$ cat src/rtl/sram_bridge.sv
// ---------------------------------------------------------------------------
// sram_bridge
//   Data-memory bridge between the CPU load/store port and an external
//   16-bit asynchronous SRAM.  One 32-bit word access is split into up to
//   two half-word SRAM cycles, low half first, each made of one SETUP cycle
//   followed by WAIT_CYCLES ACCESS cycles.  A half whose byte enables are
//   both zero is skipped, so a request with be=0 goes straight to DONE.
//
// Handshake: req_i is a one-cycle request pulse.  It is accepted only while
//   busy_o is low; a req_i seen while busy_o is high is dropped.  Every
//   accepted request produces exactly one ready_o pulse (state DONE), and
//   rdata_o is valid in that cycle and held until the next accepted request.
//   A reset between acceptance and ready_o cancels the access and no
//   ready_o pulse follows.
//
// Ports:
//   clk_i, reset_ni         clock, asynchronous active-low reset
//   req_i, we_i, addr_i,    request pulse, write flag, byte address
//   wdata_i, be_i           write data, byte enables (be_i[0] = bits 7:0)
//   rdata_o, ready_o,       assembled read word, completion pulse,
//   busy_o                  high whenever the FSM is not idle
//   sram_addr_o             half-word address {addr[20:2], half}
//   sram_dq_o/_i, _oe_o     data bus towards / from the pad, drive enable
//   sram_*_n_o              CE/OE/WE/UB/LB strobes, active low
//   dbg_state_o             current FSM state
// ---------------------------------------------------------------------------
module sram_bridge #(
   parameter int WAIT_CYCLES = 1
) (
   input  logic        clk_i,
   input  logic        reset_ni,
   input  logic        req_i,
   input  logic        we_i,
   input  logic [31:0] addr_i,
   input  logic [31:0] wdata_i,
   input  logic [3:0]  be_i,
   output logic [31:0] rdata_o,
   output logic        ready_o,
   output logic        busy_o,
   output logic [19:0] sram_addr_o,
   output logic [15:0] sram_dq_o,
   input  logic [15:0] sram_dq_i,
   output logic        sram_dq_oe_o,
   output logic        sram_ce_n_o,
   output logic        sram_oe_n_o,
   output logic        sram_we_n_o,
   output logic        sram_ub_n_o,
   output logic        sram_lb_n_o,
   output logic [2:0]  dbg_state_o
);

   localparam logic [2:0] S_IDLE      = 3'd0;
   localparam logic [2:0] S_LO_SETUP  = 3'd1;
   localparam logic [2:0] S_LO_ACCESS = 3'd2;
   localparam logic [2:0] S_HI_SETUP  = 3'd3;
   localparam logic [2:0] S_HI_ACCESS = 3'd4;
   localparam logic [2:0] S_DONE      = 3'd5;

   localparam int            CW       = (WAIT_CYCLES > 1) ? $clog2(WAIT_CYCLES) : 1;
   localparam logic [CW-1:0] CNT_LAST = CW'(WAIT_CYCLES - 1);

   logic [2:0]    state_q, state_d;
   logic          we_q, we_d;
   logic [18:0]   addr_q, addr_d;
   logic [31:0]   wdata_q, wdata_d;
   logic [3:0]    be_q, be_d;
   logic [CW-1:0] cnt_q, cnt_d;
   logic [31:0]   rdata_q, rdata_d;
   logic [19:0]   sram_addr_q, sram_addr_d;

   logic          last_access;
   logic          is_setup, is_access, is_active, hi_half;
   logic [1:0]    lane_pair;

   // Only the word-address bits reach the SRAM.
   logic          unused_addr;
   assign unused_addr = ^{addr_i[31:21], addr_i[1:0]};

   assign last_access = (cnt_q == CNT_LAST);

   always_comb begin
      state_d     = state_q;
      we_d        = we_q;
      addr_d      = addr_q;
      wdata_d     = wdata_q;
      be_d        = be_q;
      cnt_d       = cnt_q;
      rdata_d     = rdata_q;
      sram_addr_d = sram_addr_q;
      case (state_q)
         S_IDLE: begin
            if (req_i) begin
               we_d    = we_i;
               addr_d  = addr_i[20:2];
               wdata_d = wdata_i;
               be_d    = be_i;
               // A new read starts from zero so skipped lanes read back as 0.
               if (!we_i) rdata_d = '0;
               if (be_i[1:0] != 2'b00) begin
                  state_d     = S_LO_SETUP;
                  sram_addr_d = {addr_i[20:2], 1'b0};
               end else if (be_i[3:2] != 2'b00) begin
                  state_d     = S_HI_SETUP;
                  sram_addr_d = {addr_i[20:2], 1'b1};
               end else begin
                  state_d = S_DONE;
               end
            end
         end
         S_LO_SETUP: begin
            state_d = S_LO_ACCESS;
            cnt_d   = '0;
         end
         S_LO_ACCESS: begin
            if (last_access) begin
               if (!we_q) rdata_d[15:0] = sram_dq_i & {{8{be_q[1]}}, {8{be_q[0]}}};
               if (be_q[3:2] != 2'b00) begin
                  state_d     = S_HI_SETUP;
                  sram_addr_d = {addr_q, 1'b1};
               end else begin
                  state_d = S_DONE;
               end
            end else begin
               cnt_d = cnt_q + CW'(1);
            end
         end
         S_HI_SETUP: begin
            state_d = S_HI_ACCESS;
            cnt_d   = '0;
         end
         S_HI_ACCESS: begin
            if (last_access) begin
               if (!we_q) rdata_d[31:16] = sram_dq_i & {{8{be_q[3]}}, {8{be_q[2]}}};
               state_d = S_DONE;
            end else begin
               cnt_d = cnt_q + CW'(1);
            end
         end
         S_DONE:  state_d = S_IDLE;
         default: state_d = S_IDLE;
      endcase
   end

   always_ff @(posedge clk_i or negedge reset_ni) begin
      if (!reset_ni) begin
         state_q     <= S_IDLE;
         we_q        <= 1'b0;
         addr_q      <= '0;
         wdata_q     <= '0;
         be_q        <= '0;
         cnt_q       <= '0;
         rdata_q     <= '0;
         sram_addr_q <= '0;
      end else begin
         state_q     <= state_d;
         we_q        <= we_d;
         addr_q      <= addr_d;
         wdata_q     <= wdata_d;
         be_q        <= be_d;
         cnt_q       <= cnt_d;
         rdata_q     <= rdata_d;
         sram_addr_q <= sram_addr_d;
      end
   end

   // Strobes are decoded from the state register alone, so an asynchronous
   // reset releases the SRAM bus in the same instant.  WE_n/OE_n are low only
   // in ACCESS states, which leaves an inactive SETUP cycle between halves.
   assign is_setup  = (state_q == S_LO_SETUP)  || (state_q == S_HI_SETUP);
   assign is_access = (state_q == S_LO_ACCESS) || (state_q == S_HI_ACCESS);
   assign is_active = is_setup || is_access;
   assign hi_half   = (state_q == S_HI_SETUP)  || (state_q == S_HI_ACCESS);
   assign lane_pair = hi_half ? be_q[3:2] : be_q[1:0];

   assign sram_ce_n_o  = ~is_active;
   assign sram_ub_n_o  = ~(is_active & lane_pair[1]);
   assign sram_lb_n_o  = ~(is_active & lane_pair[0]);
   assign sram_we_n_o  = ~(is_access & we_q);
   assign sram_oe_n_o  = ~(is_access & ~we_q);
   assign sram_dq_oe_o = is_active & we_q;
   assign sram_dq_o    = hi_half ? wdata_q[31:16] : wdata_q[15:0];
   assign sram_addr_o  = sram_addr_q;

   assign rdata_o     = rdata_q;
   assign ready_o     = (state_q == S_DONE);
   assign busy_o      = (state_q != S_IDLE);
   assign dbg_state_o = state_q;

endmodule
$ cat config.mk
export PLATFORM = sky130hd
export DESIGN_NAME = sram_bridge
export DESIGN_NICKNAME = d
export VERILOG_FILES = /design/src/rtl/sram_bridge.sv
export SDC_FILE = /design/constraint.sdc
export NUM_CORES = 1
export LEC_CHECK = 0
export CAP_MARGIN = 20
export CORE_MARGIN = 5
export CORE_UTILIZATION = 35
export DETAILED_ROUTE_END_ITERATION = 10
export GPL_TIMING_DRIVEN = 0
export PLACE_DENSITY_LB_ADDON = 0.25
export SLEW_MARGIN = 10
export SYNTH_ARGS = -nofsm -noshare
export SYNTH_HDL_FRONTEND = slang
export SYNTH_SLANG_ARGS = --single-unit
$ cat constraint.sdc
create_clock -name clk_i -period 1.9 [get_ports clk_i]
set_input_delay 0.285 -clock clk_i [delete_from_list [all_inputs] [get_ports clk_i]]
set_output_delay 0.285 -clock clk_i [all_outputs]
set_load 0.02 [all_outputs]
==> tab_implementation.tex, run 1 <==
\begin{tabular}{lr}
\hline
Metric & Value \\
\hline
\multicolumn{2}{l}{\textbf{Clock network}} \\
\quad CTS tree & yes \\
\quad Sink Count & between 100 and 150 \\
\quad Skew-Pair Late Insertion Delay & 350 ps \\
\quad Root buffer selected by CTS & clkbuf\_16 \\
\quad Number of buffers created by CTS & 9 \\
\quad Clock-pin slew on the worst setup and hold paths & approximately 70 ps \\
\quad Number of H-tree levels & 3 \\
\quad Maximum count of clock buffers along a single path & 2 \\
\multicolumn{2}{l}{\textbf{Synth}} \\
\quad Synthesized area per cell & between 10 and 15 sq um \\
\quad Area share of the leading cell type in the synthesized netlist & a little under three fifths \\
\quad Flop and latch count out of synthesis & around 110 \\
\quad Share of the synthesized area in compound gates (AO/OA/AOI/OAI) & under 10\% \\
\quad Post-Synth Simple-Gate Area & a little under a tenth \\
\quad Leading area contributor after synthesis & dfrtp\_1 \\
\quad Most used DFF post-synth & dfrtp\_1 \\
\quad Library cells used by synthesis & 30 \\
\quad Share of flip-flops with an asynchronous set or reset after synthesis & 100\% \\
\quad Sequential-to-total area share from yosys stat & 55.7\% \\
\quad Combinational family with the most area after synthesis & multiplexers \\
\quad Number of instances in the synthesized netlist & 400 \\
\quad Adder and majority gate portion of the synthesized area & 0\% \\
\quad Cell Area, Synth & about 5000 sq um \\
\quad Syn Nets & 488 \\
\quad Number of synthesized flops with an enable pin & 0 \\
\quad Ys Warns & 0 \\
\quad Fraction of synthesized area in multiplexers & 26.6\% \\
\quad Xor and xnor area share after synthesis & 0.176\% \\
\quad Cell types with the largest area share after synthesis & dfrtp\_1 56\%, mux2\_2 12\%, mux2\_1 9.0\%, mux2\_4 6.0\%, nand2\_1 5.2\% \\
\multicolumn{2}{l}{\textbf{Timing}} \\
\quad Transition time at the pin with the least slew margin & $\sim$470 ps \\
\quad Final min period & about 2100 ps \\
\quad Worst Setup Slack, final & -216 ps \\
\quad Relative slew margins & between 60\% and 70\% \\
\quad Hold Worst Slack & 437 ps \\
\quad Max-slew violations & 0 \\
\quad Total setup violations reported at the end of the flow & 39 \\
\quad Endpoints failing hold & 0 \\
\quad Skew final & between 9 and 10 ps \\
\quad Setup\_tns & -4580 ps \\
\quad Unrepaired setup endpoints after global routing & yes \\
\quad Share of the cycle needed by the critical path after routing & 111\% \\
\quad Peak clock frequency supported by timing & around 470 MHz \\
\multicolumn{2}{l}{\textbf{Layout}} \\
\quad Number of diodes & 0 \\
\quad Total area of multi-input combinational cells & about 2300 sq um \\
\quad Design Area, Final & just under 8000 sq um \\
\quad Share of cells above drive strength 1 & around 36\% \\
\quad Number of fill cells & about 1100 \\
\quad Sequential Area & 2780 sq um \\
\quad Nets@finish & 682 \\
\quad P\&R area growth vs syn & 55.0\% \\
\multicolumn{2}{l}{\textbf{Power}} \\
\quad Clock network fraction of design power & roughly 15\% \\
\quad Sw Share & between 30\% and 40\% \\
\quad Static power due to leakage & 0.00335 uW \\
\quad Overall power consumption & about 13000 uW \\
\quad Switching power & $\sim$4600 uW \\
\quad Worst supply voltage drop on vdd & roughly 800 uV \\
\quad Power density relative to cell area & 1700 nW/um\^{}2 \\
\quad Combinational Power Share & approximately 55\% \\
\quad Sequential cell fraction of total power & between 30\% and 40\% \\
\quad Int Pwr & between 8000 and 9000 uW \\
\multicolumn{2}{l}{\textbf{Drt}} \\
\quad Total wirelength of the detailed-routed design & around 14000 um \\
\quad Post-detailed-route via-to-cell ratio & 4.85 \\
\quad Detailed-route DRC error count & 0 \\
\quad First DRT Iteration DRCs & 211 \\
\quad Post-route antenna net violation count & 0 \\
\quad Iteration count of the initial detailed-routing pass & 4 \\
\quad Routed wire length per instance & $\sim$18 um \\
\quad Vias after detailed routing & around 3800 \\
\multicolumn{2}{l}{\textbf{Status}} \\
\quad Outcome & finished with violations \\
\quad Violations in the final reports & setup timing \\
\multicolumn{2}{l}{\textbf{Place}} \\
\quad Placed inst area & between 6000 and 7000 sq um \\
\quad Post-place setup slack & -564 ps \\
\quad Count of buffers inserted at the top-level ports & 153 \\
\quad GP Congestion & 0.832 \\
\quad Post-DP HPWL & between 9000 and 10000 um \\
\multicolumn{2}{l}{\textbf{Floorplanning}} \\
\quad Core region area & between 10000 and 15000 sq um \\
\quad Floorplan die area & roughly 17000 sq um \\
\quad Starting utilization of the core area & roughly 36\% \\
\quad Die Span Y & 129 um \\
\quad Chip width & between 100 and 150 um \\
\quad Number of top-level pins & 167 \\
\quad Num rows & 43 \\
\multicolumn{2}{l}{\textbf{Worst setup path}} \\
\quad Internal reg-to-reg setup slack & -90 ps \\
\quad Critical register-to-register path endpoint & sram\_addr\_o[1]\$\_DFFE\_PN0P\_ \\
\quad Category of the most critical setup path & flop to primary output \\
\quad Critical register-to-register path startpoint & dbg\_state\_o[0]\$\_DFFE\_PN0P\_ \\
\quad Worst path arrival time & approximately 1800 ps \\
\quad Launching element type of the critical path & flop \\
\quad Length in cells of the worst reg-to-reg path & 7 \\
\quad Maximum fanout along the worst path & 6 \\
\quad Critical Path RT & roughly 1600 ps \\
\quad Crit path capture type & primary output \\
\multicolumn{2}{l}{\textbf{Min path}} \\
\quad Kind of path behind the tightest hold check & input port to asynchronous set/reset pin \\
\multicolumn{2}{l}{\textbf{Global route}} \\
\quad Met2 usage & between 20\% and 30\% \\
\quad Total overflow reported by the global router & 0 \\
\quad Vias in the first global route & around 4000 \\
\quad Initial antenna violation count & 0 \\
\quad Met3 Usage GRT & 5.52\% \\
\quad Pin count of the biggest net entering global routing & 64 \\
\quad Global-route wire length before repair & approximately 21000 um \\
\quad GRT Util Overall & 15.9\% \\
\quad Most congested layer reported by global routing & met2 \\
\quad Met1 Use GR & around a fifth \\
\multicolumn{2}{l}{\textbf{Run}} \\
\quad Total of max-cap violations & 0 \\
\hline
\end{tabular}
## timing repair
item / CTS / global route
hold endpoints to repair: 48 / 0
pin swaps: 3 / 6
gates resized for setup: 165 / 96
gates cloned: 1 / 4
setup endpoints to repair: 24 / 107
buffers inserted: 11 / 13
hold buffers: 1 / 0
## cell type report
class	instances	area share (%)
well taps	180	2.92
clock inverters	2	0.502
plain buffers	25	3.32
flip-flops and latches	111	36.0
repair buffers	184	23.9
multi-input cells	261	29.8
inverters	2	0.0972
clock buffers	14	3.42
## cells in the mapped netlist (all sizes together), types with 3 or more instances
cell / n
buf: 18
nor2b: 6
and3: 3
dfrtp: 111
clkbuf: 8
nor3: 4
nand2: 70
o21ai: 38
nor2: 10
nor3b: 3
mux2: 111
and2: 4
## routing by layer
metal	routed length, um	up-vias
li1	-	1761
met1	5810	1891
met2	6880	111
met3	902	19
met4	275	0
met5	0	-
## worst max-delay path, stage by stage, from the launching register on
cell     delay, ps
dfrtp_1        370
buf_6          140
nor2b_4        150
nand2_2         80
nand2_4        160
buf_4          140
mux2_4         290
buf_4          160
## power by group through the flow
| stage | logic [uW] | registers, uW | clock network (uW) |
|---|---|---|---|
| after floorplan | 3050 | 4280 | 0 |
| after global placement | 5640 | 3920 | 0 |
| after global routing | 7660 | 4110 | 2090 |
| after CTS | 6300 | 3960 | 1990 |
| final | 7220 | 3990 | 1930 |
| after detailed placement | 5730 | 3970 | 0 |
## worst max-delay path by stage
stage	startpoint	to	depth (start not counted)
after floorplan	dbg_state_o[1]$_DFFE_PN0P_	sram_dq_o[10]	6
after global placement	reset_ni	sram_addr_o[2]$_DFFE_PN0P_	1
after detailed placement	dbg_state_o[0]$_DFFE_PN0P_	sram_dq_o[6]	6
after CTS	dbg_state_o[1]$_DFFE_PN0P_	sram_dq_o[6]	7
after global routing	dbg_state_o[1]$_DFFE_PN0P_	sram_dq_o[9]	7
final	dbg_state_o[1]$_DFFE_PN0P_	sram_dq_o[3]	7
## placed cells by master (no fill, tap or decap), types with 9 or more instances in the layout
| cell | instances |
|---|---|
| clkbuf_16 | 9 |
| mux2_4 | 65 |
| buf_4 | 23 |
| clkdlybuf4s50_1 | 128 |
| buf_6 | 32 |
| nand2_1 | 66 |
| mux2_2 | 37 |
| dfrtp_1 | 109 |
| o21ai_1 | 15 |
| mux2_1 | 9 |
| o21ai_0 | 20 |
## per-stage QoR
step,util [%],instances
CTS,52.3,762
floorplan,-,400
detailed placement,48.6,734
global placement,48.4,733
finish,55.4,779
global route,55.4,779
## cell families (layout without fill, tap and decap cells)
logic type	count (synthesis)	after routing
XOR/XNOR	1	1
AO/OA/AOI/OAI	45	45
buffers and inverters	28	227
flip-flops	111	111
multiplexers	111	111
AND/OR/NAND/NOR	104	104
## registers in the layout, indices dropped and copies added (netlist names)
signal / flops
be_q: 4
rdata_o: 32
wdata_q: 32
we_q: 1
dbg_state_o: 3
addr_q: 19
sram_addr_o: 20
No activity file was read; power rests on OpenSTA's default activity.
==> run 2: changes to the inputs <==
--- a/config.mk
+++ b/config.mk
@@ -5,6 +5,7 @@
 export SDC_FILE = /design/constraint.sdc
 export NUM_CORES = 1
 export LEC_CHECK = 0
+export ABC_CLOCK_PERIOD_IN_PS = 1900
 export CAP_MARGIN = 20
 export CORE_MARGIN = 5
 export CORE_UTILIZATION = 35
==> results of run 2 <==
The final DEF is identical to that of run 1; final timing and power are the same.
==> patch (config.mk and constraints of run 2) <==
Take the reset off `wdata_q` and load it in a clocked block of its own.
--- a/src/rtl/sram_bridge.sv
+++ b/src/rtl/sram_bridge.sv
@@ -147,5 +147,4 @@
          we_q        <= 1'b0;
          addr_q      <= '0;
-         wdata_q     <= '0;
          be_q        <= '0;
          cnt_q       <= '0;
@@ -156,5 +155,4 @@
          we_q        <= we_d;
          addr_q      <= addr_d;
-         wdata_q     <= wdata_d;
          be_q        <= be_d;
          cnt_q       <= cnt_d;
@@ -162,4 +160,8 @@
          sram_addr_q <= sram_addr_d;
       end
+   end
+
+   always_ff @(posedge clk_i) begin
+      wdata_q <= wdata_d;
    end
 
Function: changed (Yosys sat finds a counterexample within 4 cycles, from zero or initial values and one cycle with reset_ni low).
==> patch against run 2 <==
The flow still finishes with violations (negative setup slack). Critical path type unchanged. Power shrank 9.9%. Synthesized cell count shrank 9.3%. Highest routed layer unchanged. Design area shrank 2.1%. Area after synthesis shrank 0.90%. Sequential cell count is the same. First-iteration DRC count shrank 14%. Wire length shrank 5.9%. Worst setup slack gained 0.050 ns. Non-clock buffer count shrank 1. Clock power shrank 8%. Core utilization shrank 0.97 points. Clock skew shrank 0.0034 ns. Die area shrank 0.83%.
==> patch: results (changes against run 2) <==
{| class="wikitable"
! Metric !! Value
|-
| Placed cells || 697 (-5.0%)
|-
| Violated checks || negative setup slack
|-
| Final GP Congestion || 0.7593 (-8.8%)
|-
| Net count after synthesis || 451 (-7.6%)
|-
| Ranking of synthesized cells by area || sky130_fd_sc_hd__dfrtp_1 40%, sky130_fd_sc_hd__edfxtp_1 19%, sky130_fd_sc_hd__mux2_4 15%, sky130_fd_sc_hd__mux2_2 7.3%, sky130_fd_sc_hd__nand2_1 5.2%
|-
| Via total after detailed routing || 3528 (-6.7%)
|-
| Fin nets || 647 (-5.1%)
|-
| Worst voltage drop across the vdd grid || 775.5 uV (-5.0%)
|-
| Aggregate routed wire length || 13.05 mm (-5.9%)
|-
| Largest net degree at the start of global routing || 44 (-31%)
|-
| Number of instances in the synthesized netlist || 363 (-9.3%)
|-
| Worst reg-to-reg setup slack || -0.04 ns (+0.05 ns)
|-
| Worst stage delay on the critical path || 0.39 ns (+0.02 ns)
|-
| R2r startpoint || dbg_state_o[2]
|-
| Most common library cells after synthesis || 79 x sky130_fd_sc_hd__dfrtp_1, 69 x sky130_fd_sc_hd__nand2_1, 49 x sky130_fd_sc_hd__mux2_4
|-
| 1st-iter DRT viols || 181 (-14%)
|-
| Leakage dissipation || 3.172 nW (-5.2%)
|-
| Distinct cell type count after synthesis || 34 (+13%)
|-
| Global-route usage over all layers || 15.36% (-0.57 points)
|-
| Placement Cell Area || 6715 um^2 (-0.83%)
|-
| Min Hold Slack || 0.4366 ns (-0.0005320 ns)
|-
| Fraction of final layout cells sized beyond drive strength 1 || 35.11% (-0.95 points)
|-
| Capturing element of the worst setup path || sram_lb_n_o
|-
| Crit-path max FO || 8 (+2)
|-
| PD cells || 1566 nW/um^2 (-7.9%)
|-
| Register area share after synthesis || 59.49% (+3.8 points)
|-
| Setup Total Neg Slack || -3.377 ns (+1.199 ns)
|-
| Non-Filler Instances || 744 (-4.5%)
|-
| Post-layout worst setup margin || -0.1657 ns (+0.04996 ns)
|-
| Async set-reset flop share out of synthesis || 71.17% (-29 points)
|-
| Area fraction in compound gates after synthesis || 5.168% (+0.40 points)
|-
| Result of the run || finished, violations left
|-
| # setup viols final || 41 (+5.1%)
|-
| Crit path arrival time || 1.78 ns (-0.05 ns)
|-
| Share of synthesized area spent on multiplexers || 22.19% (-4.4 points)
|-
| Post-Route M1 WL || 5.691 mm (-2.1%)
|-
| Global-route wire length before repair || 19.89 mm (-4.7%)
|-
| Number of global-route vias before repair || 3733 (-8.2%)
|-
| Placed wire-length estimate || 8.742 mm (-7.0%)
|}
==> patch: changes by cell type in the layout (fill, tap and decap cells not counted), sizes merged, moves of 3 or more <==
cell    delta
clkbuf     -8
clkinv     +4
dfrtp     -32
edfxtp    +32
mux2      -30
nor2b      -3
==> patch: per-layer routing <==
| metal | vias up | track usage, % |
|---|---|---|
| met5 | - | 0 |
| met4 | 0 | 5.621 |
| met3 | 20 | 4.898 |
| met2 | 107 | 24.33 |
| met1 | 1736 | 19.81 |
| li1 | 1665 | - |
==> patch: area by class of cell <==
class	instances	area, um^2	share of cell area [%]
sequential	111	2939	38.88
multi-input combinational	228	1954	25.86
timing repair buffer	186	1942	25.69
clock buffer	9	225.2	2.980
tap	180	225.2	2.980
buffer	22	220.2	2.913
clock inverter	7	48.80	0.6456
inverter	1	3.754	0.04966
==> patch: timing repair <==
action	in CTS	in global routing
hold endpoints to repair	36	0
hold buffers	1	0
gates cloned	2	5
buffers inserted	14	11
resized for setup	166	45
setup endpoints to repair	32	82
pin swaps	6	8
